File: src/rtl/kbd_num_fifo.sv
// Keyboard number entry: PS/2 break codes edit a multi-digit accumulator, Enter commits it
// into a FIFO, and the CPU pops one value per request. Define KBD_NUM_FIFO_DEC_EN for decimal entry.
module kbd_num_fifo #(
    parameter int DATA_WIDTH = 16,
    parameter int DEPTH      = 4,
    parameter int MAX_DIGITS = 4,
    localparam int CW = $clog2(DEPTH + 1),
    localparam int LW = $clog2(MAX_DIGITS + 1),
    localparam int PW = $clog2(DEPTH)
) (
    input  logic                  clk,
    input  logic                  rst_n,
    input  logic [15:0]           code,
    input  logic                  control,
    output logic                  status,
    output logic [DATA_WIDTH-1:0] num,
    output logic                  valid,
    output logic [CW-1:0]         count,
    output logic                  overflow,
    output logic [DATA_WIDTH-1:0] edit_value,
    output logic [LW-1:0]         edit_len
);

    logic [15:0]           code_q, code_d;
    logic                  control_q, control_d;
    logic                  req_q, req_d;
    logic                  valid_q, valid_d;
    logic                  overflow_q, overflow_d;
    logic [DATA_WIDTH-1:0] num_q, num_d;
    logic [DATA_WIDTH-1:0] acc_q, acc_d;
    logic [LW-1:0]         len_q, len_d;
    logic [CW-1:0]         count_q, count_d;
    logic [PW-1:0]         wr_ptr_q, wr_ptr_d;
    logic [PW-1:0]         rd_ptr_q, rd_ptr_d;
    logic [DATA_WIDTH-1:0] mem_q [DEPTH];
    logic [DATA_WIDTH-1:0] mem_d [DEPTH];

    logic                  key_evt, is_digit, is_enter, is_bksp, is_esc;
    logic [3:0]            digit;
    logic [DATA_WIDTH-1:0] acc_push, acc_pop;
    logic                  push, pop;

    function automatic logic [PW-1:0] ptr_inc(input logic [PW-1:0] p);
        return (p == PW'(DEPTH - 1)) ? '0 : p + PW'(1);
    endfunction

    always_comb begin
        key_evt  = (code != code_q) && (code[15:8] == 8'hF0);
        is_digit = 1'b1;
        digit    = 4'h0;
        is_enter = (code[7:0] == 8'h5A);
        is_bksp  = (code[7:0] == 8'h66);
        is_esc   = (code[7:0] == 8'h76);
        case (code[7:0])
            8'h45: digit = 4'h0;
            8'h16: digit = 4'h1;
            8'h1E: digit = 4'h2;
            8'h26: digit = 4'h3;
            8'h25: digit = 4'h4;
            8'h2E: digit = 4'h5;
            8'h36: digit = 4'h6;
            8'h3D: digit = 4'h7;
            8'h3E: digit = 4'h8;
            8'h46: digit = 4'h9;
            8'h1C: digit = 4'hA;
            8'h32: digit = 4'hB;
            8'h21: digit = 4'hC;
            8'h23: digit = 4'hD;
            8'h24: digit = 4'hE;
            8'h2B: digit = 4'hF;
            default: is_digit = 1'b0;
        endcase
`ifdef KBD_NUM_FIFO_DEC_EN
        if (digit > 4'd9) is_digit = 1'b0;
        acc_push = acc_q * DATA_WIDTH'(10) + DATA_WIDTH'(digit);
        acc_pop  = acc_q / DATA_WIDTH'(10);
`else
        acc_push = {acc_q[DATA_WIDTH-5:0], digit};
        acc_pop  = acc_q >> 4;
`endif
    end

    // CPU handshake: a rising edge on control raises a request (status); the request is served
    // by a one-cycle valid pulse with num, or withdrawn when control falls. Held control pops once.
    always_comb begin
        code_d     = code;
        control_d  = control;
        req_d      = req_q;
        valid_d    = 1'b0;
        overflow_d = overflow_q;
        num_d      = num_q;
        acc_d      = acc_q;
        len_d      = len_q;
        wr_ptr_d   = wr_ptr_q;
        rd_ptr_d   = rd_ptr_q;
        mem_d      = mem_q;
        push       = 1'b0;
        pop        = req_q && (count_q != '0);

        if (key_evt) begin
            if (is_digit) begin
                if (len_q < LW'(MAX_DIGITS)) begin
                    acc_d = acc_push;
                    len_d = len_q + LW'(1);
                end
            end else if (is_enter) begin
                if (len_q != '0) begin
                    // Full check uses the pre-pop count, so a simultaneous pop does not make room.
                    if (count_q < CW'(DEPTH)) push = 1'b1;
                    else                      overflow_d = 1'b1;
                    acc_d = '0;
                    len_d = '0;
                end
            end else if (is_bksp) begin
                if (len_q != '0) begin
                    acc_d = acc_pop;
                    len_d = len_q - LW'(1);
                end
            end else if (is_esc) begin
                acc_d = '0;
                len_d = '0;
            end
        end

        if (push) begin
            mem_d[wr_ptr_q] = acc_q;
            wr_ptr_d        = ptr_inc(wr_ptr_q);
        end
        if (pop) begin
            num_d    = mem_q[rd_ptr_q];
            valid_d  = 1'b1;
            rd_ptr_d = ptr_inc(rd_ptr_q);
        end
        count_d = count_q + CW'(push) - CW'(pop);

        if (pop || (!control && control_q)) req_d = 1'b0;
        if (control && !control_q)          req_d = 1'b1;
    end

    always_ff @(posedge clk) begin
        if (!rst_n) begin
            code_q     <= '0;
            control_q  <= 1'b0;
            req_q      <= 1'b0;
            valid_q    <= 1'b0;
            overflow_q <= 1'b0;
            num_q      <= '0;
            acc_q      <= '0;
            len_q      <= '0;
            count_q    <= '0;
            wr_ptr_q   <= '0;
            rd_ptr_q   <= '0;
            for (int i = 0; i < DEPTH; i++) mem_q[i] <= '0;
        end else begin
            code_q     <= code_d;
            control_q  <= control_d;
            req_q      <= req_d;
            valid_q    <= valid_d;
            overflow_q <= overflow_d;
            num_q      <= num_d;
            acc_q      <= acc_d;
            len_q      <= len_d;
            count_q    <= count_d;
            wr_ptr_q   <= wr_ptr_d;
            rd_ptr_q   <= rd_ptr_d;
            mem_q      <= mem_d;
        end
    end

    assign status     = req_q;
    assign num        = num_q;
    assign valid      = valid_q;
    assign count      = count_q;
    assign overflow   = overflow_q;
    assign edit_value = acc_q;
    assign edit_len   = len_q;

endmodule
File: config.mk
export PLATFORM = sky130hd
export DESIGN_NAME = kbd_num_fifo
export DESIGN_NICKNAME = d
export VERILOG_FILES = /design/src/rtl/kbd_num_fifo.sv
export SDC_FILE = /design/constraint.sdc
export NUM_CORES = 1
export LEC_CHECK = 0
export BUFFER_PORTS_ARGS = -buffer_cell sky130_fd_sc_hd__buf_2
export CORE_MARGIN = 2
export CORE_UTILIZATION = 59
export DETAILED_ROUTE_END_ITERATION = 10
export PLACE_DENSITY = 0.8
export SYNTH_ARGS = -nofsm -noshare
export SYNTH_HDL_FRONTEND = slang
export SYNTH_SLANG_ARGS = --single-unit
export TNS_END_PERCENT = 10
File: constraint.sdc
create_clock -name clk -period 4.66 [get_ports clk]
set_clock_uncertainty 0.2 [all_clocks]
set_input_delay 0.233 -clock clk [delete_from_list [all_inputs] [get_ports clk]]
set_output_delay 0.233 -clock clk [all_outputs]
set_load 0.005 [all_outputs]
Word level (Yosys, flattened, before mapping)
Cells that the tools add are included. W data, S select, Z words.

$add $sub $neg: 6. $lt $le $gt $ge: 5. Equal/unequal tests: 26. Muxes and demuxes: 32. Bitwise gates (word level): 4. Reduce and logical (&&, ||, !) cells: 15.

Operators with widths (number): $mux W16 (10); $eq A8 B6 Y1 const B (11); $bwmux W64 (1); $pmux W4 S15 (1); $eq A8 B7 Y1 const B (5); $bmux W16 S2 (1); $demux W16 S2 (1); $eq A8 B5 Y1 const B (3); $mux W3 (7); $ne A16 B16 Y1 (1); $reduce_or A16 Y1 (1); $reduce_and A5 Y1 (2); $mux W1 (9); $eq A8 B8 Y1 const B (1); $ge A3 B3 Y1 const B (2); $lt A3 B3 Y1 const B (2); $ne A3 B2 Y1 const B (2); $not A2 Y3 (2); $reduce_bool A3 Y1 (2); $logic_and A1 B1 Y1 (5); $add A2 B1 Y2 const B (2); $eq A2 B2 Y1 const B (2); $mux W2 (2); $reduce_bool A4 Y1 (1); other kinds (10) (12).

Register bits after elaboration: 126. Input port bits: 19. Output and inout bits: 41.

Longest topological paths before layout
Gate-level depths: netlist of the first run.

Word-level depth: 8. Mapped depth: 16.

Least setup slack after synthesis of the first run
No wires, ideal clock.

Kind: register to register. Start point: register len_q[0], in the netlist edit_len[0]. End point: register count_q[2], in the netlist count[2]. Data arrival time: 3.085 ns. Data required time: 4.332 ns. Slack: 1.248 ns. Stages on the path, launching flop included: 17. Clock period less this slack: 3.412 ns. Path through: dfxtp_1 > inv_1 > ha_1 > nor2b_1 > or4_4 > nor4_4 > buf_4 > buf_6 > inv_1 > ha_1 > inv_1 > ha_1 > inv_1 > fa_1 > xnor2_1 > xnor2_1 > nor2_1.

Word-level cells in the longest chain between the ends: 7.

RTL lines: start, declared (line 31) `logic [LW-1:0] len_q, len_d;`; start signal, assigned (line 162) `len_q <= len_d;`; $reduce_bool A3 Y1 (line 107) `if (len_q != '0) begin`; $mux W1 (line 107); $mux W1 (line 106) `end else if (is_enter) begin`; $mux W1 (line 101) `if (is_digit) begin`; $mux W1 (line 100) `if (key_evt) begin`; $add A3 B1 Y3 (line 134) `count_d = count_q + CW'(push) - CW'(pop);`; $sub A3 B1 Y3 (line 134); end signal, assigned (line 163) `count_q <= count_d;`; end, declared (line 32) `logic [CW-1:0] count_q, count_d;`.

Every way passes these cells. A chain may end at the register's enable or synchronous reset.

Final worst setup path of the first run
Start point: register count_q[2], in the netlist count[2]. End point: register count_q[2], in the netlist count[2].

Word-level cells in the longest chain between the ends: 8. Elaborated cells between the ends (all ways): 10.

RTL lines: $lt A3 B3 Y1 (line 109) `if (count_q < CW'(DEPTH)) push = 1'b1;`; $mux W1 (line 109); $mux W1 (line 107); $mux W1 (line 106); $mux W1 (line 101); $mux W1 (line 100); $add A3 B1 Y3 (line 134); $sub A3 B1 Y3 (*) (line 134).

Mark *: on every way between the ends. The rest lies on a longest branch, timed or not.

==> results.cfg, run 1 <==
[global_routing]
grtUsageMet2_pct = 47.8
grt.overflow.total = 0
first_global_vias = 5205
grt_pass1_wl_mm = 25.0
grt.met3_usage_pct = 6.74
met1_usage_pct = 34.9
grt_max_degree = 67
gr-usage-all-layers_pct = 28.5
antenna_found_initial = 0
top_usage_layer = met2

[logic_synthesis]
yosysUniqueCellTypes = 62
synth_area_mm2 = 0.00599
synth_edf_count = 0
yosysTopAreaCell = dfxtp_1
syn_nets = 703
async_reset_ff_share_pct = 0
synth_seq_cells = 126
yosysTopAreaCellShare_pct = 42.1
ys_seq_area_share_pct = 42.1
yosysWarnings = 0
yosys_most_used_dff = dfxtp_1
netlist_instances = 673
synthesis.area_per_instance_um2 = 8.91
synthTopCellsByArea = dfxtp_1 (42%), a21oi_1 (7.3%), nand2_1 (6.8%)

[route]
firstDrtPassIters = 5
drc_errors = 0
drt_wl_total_mm = 15.3
vias = 5285
detail-route-antenna-nets = 0
avgViaCountPerCell = 6.05
drt-wirelength-per-cell_um = 17.5
drt_iter0_markers = 400

[timing]
max_freq_mhz = 301
max_slew_margin_pct = 38.2
min_period_ps = 3330
min_period_over_period_pct = 71.4
drv_slew = 0
hold_viol = 0
rsz0062_at_grt = false
setup_viol = 0
setup_tns_ps = 0
tightest_slew_ps = 922

[worst_setup_path]
startpoint_type = register
cp.arrival_ps = 3490
worstSetupPathType = reg -> reg
cpMaxStageDelayCell = clkinv_1
cp-end-kind = register
cp_max_fo = 21
crit_chain = nor3_1 > nand2b_1 > buf_4 > clkinv_1 > ha_1 > inv_1 > ha_1 > inv_1 > fa_1 > xnor2_1 > xnor2_1 > nor2_1
required_ps = 4830
path_buf_inv = 4
r2r-start = count[2]$_SDFF_PN0_
crit_path_max_incr_delay_ps = 500
cp_top_family = adder cells
crit_path_start = count[2]$_SDFF_PN0_

[floorplanning]
io_pins = 60
placementRows = 36
dieHeight_um = 105
core_mm2 = 0.00982
die_w_um = 105
start_util_pct = 61.0
die_area_mm2 = 0.0110

[place]
hpwl_mm = 9.13
placed_cells = 815
place_congestion = 0.820
io_buffers = 59

[cts]
cts_made_buffers = 17
root_buffer = clkbuf_8
htree_levels = 4
clk_latency_ps = 520
cts_resized = 0
clk_path_buf_depth = 2
cts_tree = built
cts_sinks = 126
clk_pin_slew_worst_paths_ps = 50

[power_and_ir_drop]
ir_drop_uv = 252
power_density_mw_per_mm2 = 370
p_leak_nw = 2.56

[cells_and_area]
diodes = 0
syn_to_final_growth_pct = 18.6
multiInputGateArea_mm2 = 0.00311
ff_latch_area_mm2 = 0.00252
final_cells = 874
finalNetCount = 760
drive_gt1_share_pct = 18.1
fillCellCount = 759

[worst_hold_path]
hold_path_startpoint = num[14]$_SDFFE_PN0P_
hold_class = reg -> reg

[job]
drv_cap = 0

[status]
status = complete, no violations
## per-stage QoR
| stage | instance area [µm²] | util, % | setup WS (ps) | power [mW] | hold WS, ps |
|---|---|---|---|---|---|
| 2_1_floorplan | 5990 | - | 1250 | 1.28 | 155 |
| 3_3_place_gp | 6230 | 63.4 | 1410 | 1.32 | 234 |
| 3_5_place_dp | 6230 | 63.4 | 1330 | 1.33 | 243 |
| 4_1_cts | 7110 | 72.4 | 1310 | 2.64 | 250 |
| 5_1_grt | 7110 | 72.4 | 1070 | 2.71 | 270 |
| 6_report | 7110 | 72.4 | 1330 | 2.63 | 249 |
## worst paths after layout
kind	slack, ps	cells after the start	endpoint
worst max-delay path	1330	12	count[2]$_SDFF_PN0_
worst min-delay path	250	2	num[14]$_SDFFE_PN0P_
worst max register to register	1330	12	count[2]$_SDFF_PN0_
worst min register to register	250	2	num[14]$_SDFFE_PN0P_
## cell usage after synthesis (6+ instances only)
library cell,n
buf_4,6
a21oi_1,88
mux4_2,16
a211oi_1,11
nand2b_1,12
ha_1,10
inv_1,15
and2_1,18
dfxtp_1,126
mux2i_1,7
nor2_1,12
nand2_1,109
buf_2,17
clkbuf_1,30
a22oi_1,9
nand3_1,70
xnor2_1,20
a211oi_2,10
## routing by layer
layer	wire length, µm	part of all wire, %	vias to the layer above
li1	-	-	2484
met1	6100	40	2538
met2	7710	50	232
met3	1170	7.6	31
met4	346	2.3	0
met5	0	0	-
## cells by family (layout without fill, tap and decap cells)
kind of cell / Yosys count / count (layout) / synth area share, %
compound gates: 152 / 152 / 16.6
xor+xnor: 22 / 22 / 3.22
fa+ha+maj: 11 / 11 / 2.42
buf+inv: 77 / 145 / 6.18
flops: 126 / 126 / 42.1
mux: 23 / 23 / 7.18
simple gates: 262 / 262 / 22.3
## cell type report
class                      count  share of cell area [%]
timing repair buffer          98                    9.29
sequential                   126                    35.5
clock buffer                  24                    6.76
tap                          133                    2.34
multi-input combinational    470                    43.7
clock inverter                 6                    1.51
inverter                      17                   0.915
## tightest hold or removal path, delay by kind of cell, from the launching register on
| family | cells | cell delay, ps |
|---|---|---|
| flops | 1 | 300 |
| simple gates | 1 | 50 |
| compound gates | 1 | 50 |
## sequential cells by signal (all words and copies together) (netlist names)
register	count
overflow	1
rd_ptr_q	2
num	16
status	1
edit_len	3
wr_ptr_q	2
mem_q	64
valid	1
control_q	1
count	3
code_q	16
edit_value	16
## cells in the final DEF (no fill, tap or decap), types with 3 or more instances in the layout
cell type,n
a211o_1,5
a211oi_1,11
a211oi_2,10
a21oi_1,88
a22oi_1,9
and2_1,18
buf_2,59
buf_4,10
bufinv_16,3
clkbuf_1,3
clkbuf_16,16
clkbuf_8,5
clkinv_2,3
dfxtp_1,126
dlygate4sd3_1,29
ha_1,10
inv_1,15
mux2i_1,7
mux4_2,16
nand2_1,109
nand2b_1,12
nand3_1,70
nand4_1,5
nand4b_1,5
nor2_1,12
nor3_1,4
o211ai_1,3
o21ai_0,5
or3b_2,3
xnor2_1,20
## power breakdown
part,switching [mW],internal [mW],total [mW],leakage [nW]
clock network,0.442,0.864,1.31,0.287
registers,0.0168,1.10,1.11,1.02
logic,0.120,0.0924,0.213,1.25
total,0.579,2.05,2.63,2.56
## timing repair
action	in CTS	in global routing
endpoints found under the hold margin	24	0
setup buffers	0	0
hold buffers	29	0
setup endpoints to repair	0	0
Note: power is estimated with default switching activity, not from simulation.
==> run 2, diff against run 1 <==
--- a/config.mk
+++ b/config.mk
@@ -7,9 +7,9 @@
 export LEC_CHECK = 0
 export BUFFER_PORTS_ARGS = -buffer_cell sky130_fd_sc_hd__buf_2
 export CORE_MARGIN = 2
-export CORE_UTILIZATION = 59
+export CORE_UTILIZATION = 53
 export DETAILED_ROUTE_END_ITERATION = 10
-export PLACE_DENSITY = 0.8
+export PLACE_DENSITY = 0.76
 export SYNTH_ARGS = -nofsm -noshare
 export SYNTH_HDL_FRONTEND = slang
 export SYNTH_SLANG_ARGS = --single-unit
==> constraint.sdc (replaced) <==
create_clock -name clk -period 2.8 [get_ports clk]
set_clock_uncertainty 0.2 [all_clocks]
set_input_delay 0.14 -clock clk [delete_from_list [all_inputs] [get_ports clk]]
set_output_delay 0.14 -clock clk [all_outputs]
set_load 0.005 [all_outputs]
==> results.cfg, run 2 (same netlist as run 1, synthesis figures left out) <==
[timing]
hold_viol = 0
max_slew_margin_pct = 47.4
holdWs_ps = 13.9
tightest_slew_ps = 790
finalWorstSetupSlack_ps = -127
drv_slew = 0
min_period_over_period_pct = 105
setup_viol = 1
min_period_ps = 2930
max_freq_mhz = 342
rsz0062_at_grt = true
setup_tns_ps = -127

[power_and_ir_drop]
p_seq_share_pct = 41.9
clkPwrFrac_pct = 49.3
p_int_mw = 3.37
p_leak_nw = 2.65
power_density_mw_per_mm2 = 605
p_sw_share_pct = 23.3
total_power_mw = 4.40
comb_power_share_pct = 8.8
ir_drop_uv = 409
power.switching_mw = 1.03

[cts]
cts_sinks = 126
root_buffer = clkbuf_16
clk_latency_ps = 420
clk_path_buf_depth = 2
htree_levels = 4
cts_tree = built
clk_pin_slew_worst_paths_ps = 50
cts_made_buffers = 17

[route]
vias = 5303
drt_iter0_markers = 475
drc_errors = 0
drt-wirelength-per-cell_um = 16.8
avgViaCountPerCell = 5.90
drt_wl_total_mm = 15.1
firstDrtPassIters = 5
detail-route-antenna-nets = 0

[cells_and_area]
final_cells = 899
layout_common_cells = dfxtp_1 (124), nand2_1 (109), a21oi_1 (88)
drive_gt1_share_pct = 23.7
finalNetCount = 777
layout_commonest_cell = dfxtp_1
diodes = 0
syn_to_final_growth_pct = 21.5
regMostFlops = mem_q
largest_reg_flops = 64

[worst_setup_path]
worstSetupPathType = reg -> reg
crit_path_start = edit_len[1]$_SDFFE_PN0P_
cp-end-kind = register
crit_path_end = count[2]$_SDFF_PN0_
required_ps = 2880
cp.arrival_ps = 3000
r2r-start = edit_len[1]$_SDFFE_PN0P_
r2r-end = count[2]$_SDFF_PN0_
startpoint_type = register
regToRegSetupSlack_ps = -130
r2r_cells = 14
cp_max_fo = 2

[global_routing]
grt_max_degree = 67
grt_pass1_wl_mm = 24.5
grt.overflow.total = 0
gr-usage-all-layers_pct = 26.4
first_global_vias = 5095
antenna_found_initial = 0

[place]
io_buffers = 59
placed_cells = 852
place_congestion = 0.846
hpwl_mm = 9.71

[floorplanning]
die_area_mm2 = 0.0122
start_util_pct = 54.8
placementRows = 38
die_w_um = 110
io_pins = 60
core_mm2 = 0.0109
dieHeight_um = 110

[status]
violations = negative setup slack
status = complete, but fails checks

[worst_hold_path]
hold_path_startpoint = rst_n
hold_class = in -> reg

[job]
drv_cap = 0
[run 2: changes by cell type in the layout (fill, tap and decap cells not counted), moves of 3 or more]
cell / before / now
buf_4: 10 / 39
dlygate4sd3_1: 29 / 15
inv_2: 0 / 6
inv_1: 15 / 10
clkinv_4: 0 / 3
ha_1: 10 / 7
ha_4: 0 / 3
[run 2: critical path, cell delays in order, from the launching register on]
cell and delay [ps]:
dfxtp_2 330, inv_2 50, ha_4 140, nor2b_4 120, or4_4 450, nor4_4 300, inv_2 70, ha_4 210
inv_2 60, ha_4 110, inv_2 30, fa_2 360, xnor2_2 160, xnor2_1 140, nor2_1 50
[run 2: what timing repair did]
action	4_1_cts	5_1_grt
hold buffers	15	0
endpoints found under the setup margin	1	5
hold endpoints to repair	16	0
gates resized for setup	0	1
gates cloned	0	0
buffers inserted	0	1
pin swaps	4	1
[run 2: worst min-delay path by stage]
stage                                  endpoint  slack, ps  depth (start not counted)
after global routing      overflow$_SDFFE_PN0P_         20                          3
after global placement     control_q$_SDFF_PN0_        170                          2
after detailed placement   control_q$_SDFF_PN0_        180                          2
after CTS                 overflow$_SDFFE_PN0P_        0.5                          3
final                     overflow$_SDFFE_PN0P_         10                          3
after floorplan           code_q[10]$_SDFF_PN0_         60                          1
[run 2: per-stage QoR]
| stage | instance area, µm² | util [%] | setup WS, ps |
|---|---|---|---|
| floorplan | 6050 | - | -372 |
| CTS | 7270 | 66.5 | -154 |
| global placement | 6530 | 59.7 | -84.4 |
| global route | 7280 | 66.6 | -212 |
| finish | 7280 | 66.6 | -127 |
| detailed placement | 6530 | 59.7 | -153 |
[run 2: metal layers]
layer	vias up	part of all wire [%]	global-route usage [%]
li1	2532	-	-
met1	2485	39	31.7
met2	232	49	44.1
met3	54	8.0	5.47
met4	0	3.2	14.8
met5	-	0	0
[run 2: cell type report]
class / count / area [µm²]
timing repair buffer: 115 / 769
sequential: 126 / 2520
inverter: 17 / 63.8
fill: 856 / 3660
tap: 140 / 175
multi-input combinational: 470 / 3160
clock buffer: 22 / 474
clock inverter: 9 / 111
[run 2: power by group through the flow]
stage               sequential (mW)  clock (mW)  combinational (mW)
detailed placement             1.88           0               0.371
global route                   1.85        2.28               0.430
global placement               1.88           0               0.363
CTS                            1.84        2.18               0.390
floorplan                      1.89           0               0.255
finish                         1.84        2.17               0.388
==> run 3, diff against run 2 <==
==> constraint.sdc (replaced) <==
create_clock -name clk -period 2.8 [get_ports clk]
set_clock_uncertainty 0.2 [all_clocks]
set_input_delay 0.14 -clock clk [delete_from_list [all_inputs] [get_ports clk]]
set_output_delay 0.14 -clock clk [all_outputs]
set_load 0.1 [all_outputs]
==> results.cfg, run 3 (same netlist as run 1, synthesis figures left out) <==
[status]
status = complete, but fails checks
violations = negative hold slack, negative setup slack

[cells_and_area]
layout_commonest_cell = dfxtp_1
layout_common_cells = dfxtp_1 (123), nand2_1 (109), a21oi_1 (88)
syn_to_final_growth_pct = 24.2
fillCellCount = 815
finalNetCount = 791
largest_reg_flops = 64
diodes = 0
regMostFlops = mem_q
drive_gt1_share_pct = 23.6

[cts]
clk_path_buf_depth = 2
root_buffer = clkbuf_16
clk_latency_ps = 420
clk_pin_slew_worst_paths_ps = 60
hold_buffers = 31
cts_tree = built
htree_levels = 4
cts_sinks = 126
cts_made_buffers = 17

[route]
avgViaCountPerCell = 5.93
drc_errors = 0
drt_iter0_markers = 465
firstDrtPassIters = 6
drt-wirelength-per-cell_um = 17.9
vias = 5423
detail-route-antenna-nets = 0
drt_wl_total_mm = 16.4

[worst_setup_path]
r2r-end = count[2]$_SDFF_PN0_
startpoint_type = register
r2r_cells = 14
regToRegSetupSlack_ps = -70
crit_path_end = count[2]$_SDFF_PN0_
required_ps = 2880
cp.arrival_ps = 2950
r2r-start = edit_len[1]$_SDFFE_PN0P_
cp_max_fo = 2
cp-end-kind = register
crit_path_start = edit_len[1]$_SDFFE_PN0P_
worstSetupPathType = reg -> reg

[global_routing]
grt.overflow.total = 0
first_global_vias = 5369
antenna_found_initial = 0
grt_max_degree = 67
gr-usage-all-layers_pct = 28.7
grt_pass1_wl_mm = 26.6

[power_and_ir_drop]
power.switching_mw = 1.20
p_seq_share_pct = 39.8
power_density_mw_per_mm2 = 621
p_sw_share_pct = 26.0
p_leak_nw = 2.72
p_int_mw = 3.42
clkPwrFrac_pct = 48.8
comb_power_share_pct = 11.4
ir_drop_uv = 435

[timing]
tightest_slew_ps = 798
drv_slew = 0
holdWs_ps = -15.7
min_period_ps = 2870
max_freq_mhz = 349
max_slew_margin_pct = 46.7
setup_tns_ps = -69.0
setup_viol = 1
finalWorstSetupSlack_ps = -69.0
hold_viol = 1
min_period_over_period_pct = 102
rsz0062_at_grt = true

[floorplanning]
die_area_mm2 = 0.0122
io_pins = 60
placementRows = 38
dieHeight_um = 110
start_util_pct = 54.8
die_w_um = 110
core_mm2 = 0.0109

[place]
place_congestion = 0.840
io_buffers = 59
hpwl_mm = 9.54

[worst_hold_path]
hold_path_startpoint = rst_n
hold_class = in -> reg

[job]
drv_cap = 0
==> run 3: cell types whose count changed in the layout (fill, tap and decap cells not counted), moves of 2 or more <==
cell           previous run  this run
dlygate4sd3_1            15        31
clkbuf_1                  2         0
inv_6                     0         4
clkbuf_8                  3         0
dfxtp_4                   0         2
==> run 3: critical path, cell delays in order, from the launching register on <==
cell and delay, ps:
dfxtp_4 340, inv_2 40, ha_2 160, nor2b_4 120
or4_4 430, nor4_4 190, inv_2 70, ha_4 220
inv_2 70, ha_4 120, inv_2 30, fa_2 350
xnor2_2 150, xnor2_1 160, nor2_1 50
==> run 3: layout make-up <==
type / instances / area (µm²) / area share (%)
Timing Repair Buffer: 129 / 898 / 12.1
Clock inverter: 15 / 185 / 2.49
Clock buffer: 17 / 425 / 5.71
Tap cell: 140 / 175 / 2.35
Sequential cell: 126 / 2530 / 34.0
Inverter: 17 / 63.8 / 0.857
Multi-Input combinational cell: 470 / 3170 / 42.5
==> run 3: how the worst min path moves through the flow <==
stage	endpoint	cells past startpoint
6_report	edit_len[2]$_SDFFE_PN0P_	2
5_1_grt	edit_len[2]$_SDFFE_PN0P_	2
4_1_cts	edit_len[2]$_SDFFE_PN0P_	2
3_5_place_dp	control_q$_SDFF_PN0_	2
3_3_place_gp	control_q$_SDFF_PN0_	2
2_1_floorplan	code_q[10]$_SDFF_PN0_	1
==> run 3: power groups by stage <==
| stage | combinational, mW | clock (mW) | sequential (mW) |
|---|---|---|---|
| floorplan | 0.254 | 0 | 1.98 |
| global placement | 0.465 | 0 | 1.88 |
| detailed placement | 0.482 | 0 | 1.88 |
| CTS | 0.515 | 2.28 | 1.84 |
| global route | 0.564 | 2.36 | 1.84 |
| finish | 0.525 | 2.26 | 1.84 |
==> run 3: metal layers <==
metal  track usage [%]  part of all wire, %  up-vias
li1                  -                    -     2561
met2              48.0                   50      231
met1              35.1                   41     2589
met5                 0                    0        -
met4              12.1                  2.2        0
met3              7.17                  7.3       42
==> run 3: through the flow <==
| step | power (mW) | instance area (µm²) | instances | worst slack [ps] | utilization [%] |
|---|---|---|---|---|---|
| floorplan | 2.24 | 6050 | 673 | -653 | - |
| finish | 4.62 | 7440 | 914 | -69.0 | 68.1 |
| CTS | 4.63 | 7430 | 914 | -213 | 67.9 |
| global route | 4.77 | 7440 | 914 | -185 | 68.1 |
| global placement | 2.34 | 6500 | 850 | -98.1 | 59.5 |
| detailed placement | 2.36 | 6500 | 850 | -193 | 59.5 |
==> run 3: repair_timing <==
| item | 4_1_cts | 5_1_grt |
|---|---|---|
| pin swaps | 2 | 3 |
| gates resized for setup | 0 | 2 |
| endpoints found under the hold margin | 23 | 1 |
| endpoints found under the setup margin | 2 | 75 |
| buffers inserted | 1 | 0 |
